## src/rtl/seq_detector_prog_moore.sv

```systemverilog
// Programmable serial pattern detector (1..MAX_LEN bits), overlap/non-overlap, saturating match count.
// Latency: last pattern bit sampled at edge N -> y and match_count valid after edge N.
// Backpressure: none; the stream is qualified by in_valid only and every valid bit is consumed.
module seq_detector_prog_moore #(
    parameter int MAX_LEN = 8,
    parameter int LEN_W   = 4,
    parameter int CNT_W   = 8
) (
    input  logic               clk,
    input  logic               rst,
    input  logic               cfg_load,
    input  logic [MAX_LEN-1:0] cfg_pattern,
    input  logic [LEN_W-1:0]   cfg_len,
    input  logic               cfg_overlap,
    input  logic               in_valid,
    input  logic               x,
    input  logic               cnt_clr,
    output logic               y,
    output logic [CNT_W-1:0]   match_count,
    output logic               armed
);

    localparam logic [LEN_W-1:0] MAX_LEN_L = LEN_W'(MAX_LEN);
    localparam logic [CNT_W-1:0] CNT_MAX   = '1;

    logic [MAX_LEN-1:0] pat_r;
    logic [LEN_W-1:0]   len_r;
    logic               ovl_r;
    logic [MAX_LEN-1:0] hist;
    logic [LEN_W-1:0]   fill;

    logic [MAX_LEN:0]   hist_x;
    logic [MAX_LEN-1:0] win;
    logic [MAX_LEN:0]   mask_ext;
    logic [MAX_LEN-1:0] mask;
    logic [LEN_W:0]     fill_inc;
    logic               fill_reach;
    logic               pat_eq;
    logic               sample;
    logic               match;
    logic               cfg_ok;
    logic [LEN_W-1:0]   fill_nxt;
    logic [CNT_W-1:0]   cnt_nxt;

    // Window includes the bit arriving this edge, so a match is flagged on the same edge it completes.
    always_comb begin
        hist_x     = {hist, x};
        win        = hist_x[MAX_LEN-1:0];
        mask_ext   = ((MAX_LEN+1)'(1) << len_r) - (MAX_LEN+1)'(1);
        mask       = mask_ext[MAX_LEN-1:0];
        fill_inc   = (LEN_W+1)'(fill) + (LEN_W+1)'(1);
        fill_reach = fill_inc >= (LEN_W+1)'(len_r);
        pat_eq     = ((win ^ pat_r) & mask) == '0;
        sample     = armed && in_valid && !cfg_load;
        match      = sample && fill_reach && pat_eq;
        cfg_ok     = (cfg_len != '0) && (cfg_len <= MAX_LEN_L);
    end

    // Non-overlapping mode restarts the fill so the next match needs len_r fresh bits.
    always_comb begin
        fill_nxt = fill;
        if (match && !ovl_r) begin
            fill_nxt = '0;
        end else if (fill < len_r) begin
            fill_nxt = fill_inc[LEN_W-1:0];
        end
    end

    always_comb begin
        cnt_nxt = match_count;
        if (cnt_clr) begin
            cnt_nxt = match ? CNT_W'(1) : '0;
        end else if (match && match_count != CNT_MAX) begin
            cnt_nxt = match_count + CNT_W'(1);
        end
    end

    always_ff @(posedge clk or posedge rst) begin
        if (rst) begin
            pat_r <= '0;
            len_r <= '0;
            ovl_r <= 1'b0;
            hist  <= '0;
            fill  <= '0;
            armed <= 1'b0;
        end else if (cfg_load) begin
            pat_r <= cfg_pattern;
            len_r <= cfg_len;
            ovl_r <= cfg_overlap;
            hist  <= '0;
            fill  <= '0;
            armed <= cfg_ok;
        end else if (sample) begin
            hist  <= win;
            fill  <= fill_nxt;
        end
    end

    always_ff @(posedge clk or posedge rst) begin
        if (rst) begin
            y           <= 1'b0;
            match_count <= '0;
        end else begin
            y           <= match;
            match_count <= cnt_nxt;
        end
    end

endmodule

```

## config.mk

```make
export PLATFORM = sky130hd
export DESIGN_NAME = seq_detector_prog_moore
export DESIGN_NICKNAME = d
export VERILOG_FILES = /design/src/rtl/seq_detector_prog_moore.sv
export SDC_FILE = /design/constraint.sdc
export NUM_CORES = 1
export LEC_CHECK = 0
export ABC_AREA = 0
export BUFFER_PORTS_ARGS = -buffer_cell sky130_fd_sc_hd__buf_4
export CAP_MARGIN = 0
export CORE_UTILIZATION = 32
export DETAILED_ROUTE_END_ITERATION = 6
export SYNTH_ARGS = -nofsm -noshare
export SYNTH_HDL_FRONTEND = slang
export SYNTH_SLANG_ARGS = --single-unit
```

## constraint.sdc

```tcl
create_clock -name clk -period 2.72 [get_ports clk]
set_input_delay 0.136 -clock clk [delete_from_list [all_inputs] [get_ports clk]]
set_output_delay 0.136 -clock clk [all_outputs]
set_load 0.02 [all_outputs]
```

## Yosys cells after proc, flatten, opt, wreduce, memory -nomap -nowiden

Index checks and enable logic that the tools add are counted.

| operators by class | value |
|---|---|
| equality and inequality tests | 1 |
| muxes and demuxes | 9 |
| $lt $le $gt $ge | 3 |
| bitwise logic cells | 2 |
| add/sub/neg operators | 3 |
| reduce and logical (&&, ||, !) cells | 15 |
| shifts and indexed selects | 1 |

Operators by type and width:

| kind | number |
|---|---|
| 4-bit 2-to-1 mux | 4 |
| 8-bit 2-to-1 mux | 2 |
| 7-bit 2-to-1 mux | 2 |
| 8-bit by 1-bit adder with 8-bit output (second input constant) | 1 |
| 8-bit AND | 1 |
| 8-bit logical NOT | 1 |
| 8-bit inequality test (second input constant) | 1 |
| 1-bit by 4-bit << shifter with 8-bit output (first input constant) | 1 |
| 8-bit by 2-bit subtractor with 8-bit output (second input constant) | 1 |
| 8-bit bitwise XOR | 1 |
| 1-bit logical AND | 7 |
| 4-bit by 1-bit adder with 5-bit output (second input constant) | 1 |
| 5-bit by 4-bit greater-or-equal comparator with 1-bit output | 1 |
| 4-bit less-or-equal comparator (second input constant) | 1 |
| 4-bit < comparator | 1 |
| 2-bit nonzero test | 2 |
| 4-bit nonzero test | 1 |
| 3-bit nonzero test | 1 |
| 1-bit logical NOT | 2 |
| 2-bit AND reduction | 1 |
| 1-bit 2-to-1 mux | 1 |

| word-level totals | value |
|---|---|
| input bits | 19 |
| logic and storage cells | 42 |
| output and inout bits | 10 |
| register bits | 34 |

## Depth between registers and ports, before layout

| logic depth | value |
|---|---|
| depth in word-level cells | 9 |
| gate-level depth with buffers | 11 |
| gate-level depth less buffers | 10 |

## Worst setup path before layout

No wires, ideal clock.

| path | value |
|---|---|
| path kind | register -> register |
| start point | register len_r[3] |
| end point | register fill[0] |
| required time | 2.595 ns |
| arrival | 2.639 ns |
| clock period less this slack | 2.763 ns |
| stages on the path, launching flop included | 9 |
| slack | -0.043 ns |
| setup time | 0.125 ns |
| path buffers | 1 |
| path through | dfrtp_1 buf_6 or4_4 ha_1 xor2_1 a222oi_1 nand2_4 o211a_1 mux2_2 |

| on the way | value |
|---|---|
| cells in the longest elaborated chain, start to end | 9 |
| elaborated cells between the ends (all ways) | 14 |
| those cells by class | add/sub: 1; order compare: 2; shift: 1; mux: 3; bitwise: 1; reduce/logical: 6 |

RTL lines:

| item | RTL line | text |
|---|---|---|
| start: declaration | 27 | `logic [LEN_W-1:0] len_r;` |
| start signal: assignment | 88 | `len_r <= cfg_len;` |
| 1-bit by 4-bit << shifter with 8-bit output | 49 | `mask_ext = ((MAX_LEN+1)'(1) << len_r) - (MAX_LEN+1)'(1);` |
| 8-bit by 2-bit subtractor with 8-bit output | 49 |  |
| 8-bit AND | 53 | `pat_eq = ((win ^ pat_r) & mask) == '0;` |
| 8-bit logical NOT | 53 |  |
| 1-bit logical AND | 55 | `match = sample && fill_reach && pat_eq;` |
| 1-bit logical AND | 62 | `if (match && !ovl_r) begin` |
| 4-bit 2-to-1 mux | 62 |  |
| 4-bit 2-to-1 mux | 93 | `end else if (sample) begin` |
| 4-bit 2-to-1 mux | 86 | `end else if (cfg_load) begin` |
| end signal: assignment | 95 | `fill <= fill_nxt;` |
| end: declaration | 30 | `logic [LEN_W-1:0] fill;` |

Parallel ways exist; a longest one is shown, timed or not. The select of a mux whose other input is x is not followed.
A chain may end at the register's enable or synchronous reset.

## Final worst setup path

| path | value |
|---|---|
| start point | register len_r[2] |
| end point | register fill[0] |

Same word-level chain as after synthesis.

==> parameters.txt <==
Parameter                              Value

Clock network
  Library cell used as clock root buffer    sky130_fd_sc_hd__clkbuf_8
  Maximum level of the CTS H-tree    2
  Number of post-CTS setup repair buffers    0
  TritonCTS clock tree    built
  CTS max path bufs    2
  Clock-pin slew on the worst setup and hold paths    70 ps
  TritonCTS buffer count    5
  TritonCTS Sinks    34
  Clock Latency Late Sink    290 ps

Finish
  Fraction of layout instances using a drive strength above 1    0.272
  Inserted Diodes    0
  Leading cell type in the layout, fill and taps excluded    sky130_fd_sc_hd__buf_4
  Number of nets in the layout    253
  Area delta synth->final    24.6%
  Most frequent cells in the layout    sky130_fd_sc_hd__buf_4 (35), sky130_fd_sc_hd__dfrtp_1 (34), sky130_fd_sc_hd__nand2_1 (22), sky130_fd_sc_hd__mux2_2 (11), sky130_fd_sc_hd__a21oi_1 (11)

Run status
  Run status    completed

Synth
  Largest family of logic cells by synthesized area    simple AND/OR/NAND/NOR gates
  Compound-Gate Fraction of Synth Area    0.126
  Post-Synthesis Mean Instance Area    10.1 sq um
  Post-Synthesis Net Count    216
  XOR/XNOR Fraction of Synth Area    0.0699
  Post-Syn Area    0.00188 sq mm
  Simple-gate area share of the yosys netlist    0.164
  Synthesized instance count    186
  Primary FF master, synth    sky130_fd_sc_hd__dfrtp_1
  Yosys warns    0
  Unique masters post-synth    42
  Number of synthesized flops with an enable pin    0
  Share of synthesized area spent on multiplexers    0.0765
  Post-synthesis adder-cell area fraction    0.0732
  Async set or reset register ratio after synthesis    1.00
  Post-synthesis sequential element count    34
  Post-synthesis sequential area ratio    0.452

Critical path
  Cells along the critical path    or4_4 > ha_4 > inv_1 > a222oi_1 > and4_4 > nand2_4 > o211a_1 > mux2_2
  Critical R2R Launch    len_r[2]
  Dominant delay contributor by cell family on the critical path    simple AND/OR/NAND/NOR gates
  Worst Setup Path Type    reg -> reg
  Type of destination of the critical path    register
  Slowest stage delay, CP    550 ps
  Max stage delay cell, worst path    sky130_fd_sc_hd__or4_4
  Worst setup startpoint    len_r[2]
  Buffers plus inverters on the worst setup path    1
  CP arrival    2810 ps
  Required time worst endpoint    2890 ps
  Largest fanout on the critical path    7
  Sort of element at the start of the critical path    register

STA
  Final worst setup slack    79.7 ps
  Layout Skew    8.85 ps
  Final Critical Period    2640 ps
  Final worst-path cycle share    0.971
  Total negative slack    0 ps
  Unrepaired setup endpoints after global routing    no
  Worst slew slack as a fraction of its limit    0.712
  Final hold vios    0
  Least-Margin Pin Slew    432 ps
  Number of max-slew violations in the final report    0
  Final count of negative-setup-slack endpoints    0
  F_max    0.379 GHz

Detailed routing
  Wire length after detailed routing    3.87 mm
  Ratio of routed vias to standard cells    4.97
  DRT Pass-1 Iters    4
  Detail-routed net length per standard cell    13.1 microns
  Iteration-0 DRC count of the detailed router    80
  Residual DRC count    0
  Vias    1471
  Detail Route Antenna Nets    0

Global route
  Pin count of the biggest net entering global routing    35
  Initial antenna violation count    0
  Global-route usage over all layers    0.139
  Wire length of the first global-routing pass    6.62 mm
  Gr ovfl total    0
  Vias in the first global route    1374

Worst hold path
  Launch instance of the worst min-delay path    cfg_len[3]
  Worst min path class    in -> reg

Power
  Leakage    1.08 nW
  Pwr Density    501 mW/mm^2
  Peak supply drop    0.272 mV

Floorplanning
  Die width    78.7 microns
  Full die area    0.00619 sq mm
  Site row count    27
  Chip Height    78.7 microns
  Area of the core    0.00557 sq mm
  Number of placed I/O pins    29
  Initial cell density of the core    0.337

Placed design
  Placer Congestion    0.802
  Number of I/O port buffers    28
  Total half-perimeter wirelength after legalization and detailed placement    2.86 mm
  Placement-stage worst setup slack    108 ps

Job
  Number of max-capacitance violations reported    0
[metrics by stage]
step	instances	hold WS (ps)	area [sq um]	utilization	power [mW]
6_report	296	67.3	2340	0.420	1.17
5_1_grt	296	67.5	2340	0.420	1.24
4_1_cts	296	64.3	2340	0.419	1.19
3_5_place_dp	287	270	2220	0.398	0.749
3_3_place_gp	287	267	2220	0.398	0.745
2_1_floorplan	186	253	1890	-	0.679
[sequential cells by signal, summed over array words and instances, names as in the netlist]
| name | cells |
|---|---|
| y | 1 |
| fill | 4 |
| ovl_r | 1 |
| len_r | 4 |
| match_count | 8 |
| armed | 1 |
| hist | 7 |
| pat_r | 8 |
[layout make-up]
class | instances | area [sq um]
clock buffer | 8 | 110
fill | 544 | 3230
inverter | 11 | 41.3
multi-input combinational | 135 | 977
sequential | 34 | 851
tap | 72 | 90.1
timing repair buffer | 36 | 273
[path summary, 6_finish.rpt]
check	end	slack (ps)	cells past startpoint
setup / recovery	fill[0]	80	8
hold / removal	len_r[3]	70	3
setup reg to reg	fill[0]	80	8
hold reg to reg	pat_r[5]	530	1
max in group asynchronous	fill[0]	1910	4
min in group asynchronous	hist[0]	500	4
[cell families (layout without fill, tap and decap cells)]
kind of cell	count (synthesis)	in the layout
AOI/OAI and AO/OA	36	36
and+or+nand+nor	60	60
adders and majority gates	11	11
DFF	34	34
muxes	13	13
xor gates and xnor gates	15	15
buffers and inverters	17	55
[report_power, final]
part	switching, mW	leakage (nW)	internal (mW)
Clock	0.178	0.0575	0.256
Sequential	0.0199	0.444	0.531
Combinational	0.0976	0.578	0.0919
[cells in the mapped netlist, types with 2 or more instances]
library cell	instances	area, sq um
sky130_fd_sc_hd__inv_1	10	37.5
sky130_fd_sc_hd__nor3_1	3	15.0
sky130_fd_sc_hd__mux2i_1	2	20.0
sky130_fd_sc_hd__and2_1	2	12.5
sky130_fd_sc_hd__xor2_1	10	87.6
sky130_fd_sc_hd__o21ai_0	8	40.0
sky130_fd_sc_hd__mux2_2	11	124
sky130_fd_sc_hd__nor2_1	10	37.5
sky130_fd_sc_hd__nor4b_1	2	17.5
sky130_fd_sc_hd__dfrtp_1	34	851
sky130_fd_sc_hd__clkbuf_1	5	18.8
sky130_fd_sc_hd__ha_1	11	138
sky130_fd_sc_hd__or3_1	2	12.5
sky130_fd_sc_hd__o31ai_1	2	15.0
sky130_fd_sc_hd__a22o_1	2	17.5
sky130_fd_sc_hd__and3_1	2	12.5
sky130_fd_sc_hd__nand2_1	22	82.6
sky130_fd_sc_hd__a222oi_1	2	20.0
sky130_fd_sc_hd__nor2b_1	2	12.5
sky130_fd_sc_hd__nand4_1	5	31.3
sky130_fd_sc_hd__a21oi_1	11	55.1
sky130_fd_sc_hd__xnor2_1	5	43.8
sky130_fd_sc_hd__nand3_1	4	20.0
[metal layers]
layer / routed length, microns / part of all wire / GRT usage
met5: 0 / 0 / 0
met3: 81 / 0.021 / 0.0326
met1: 1990 / 0.51 / 0.195
met2: 1740 / 0.45 / 0.208
met4: 56 / 0.014 / 0.0500
[worst reg2reg max path: cells and delay by family, from the launching register on]
family	cells	cell delay [ps]
buf+inv	1	30
compound gates	2	600
mux	1	260
simple gates	3	970
fa+ha+maj	1	280
flops	1	380
[timing repair]
item | in CTS | in global routing
hold buffers | 1 | 0
gates resized for setup | 0 | 1
endpoints found under the hold margin | 34 | 0
setup endpoints to repair | 0 | 3
Power figures use the tool's default switching activity.
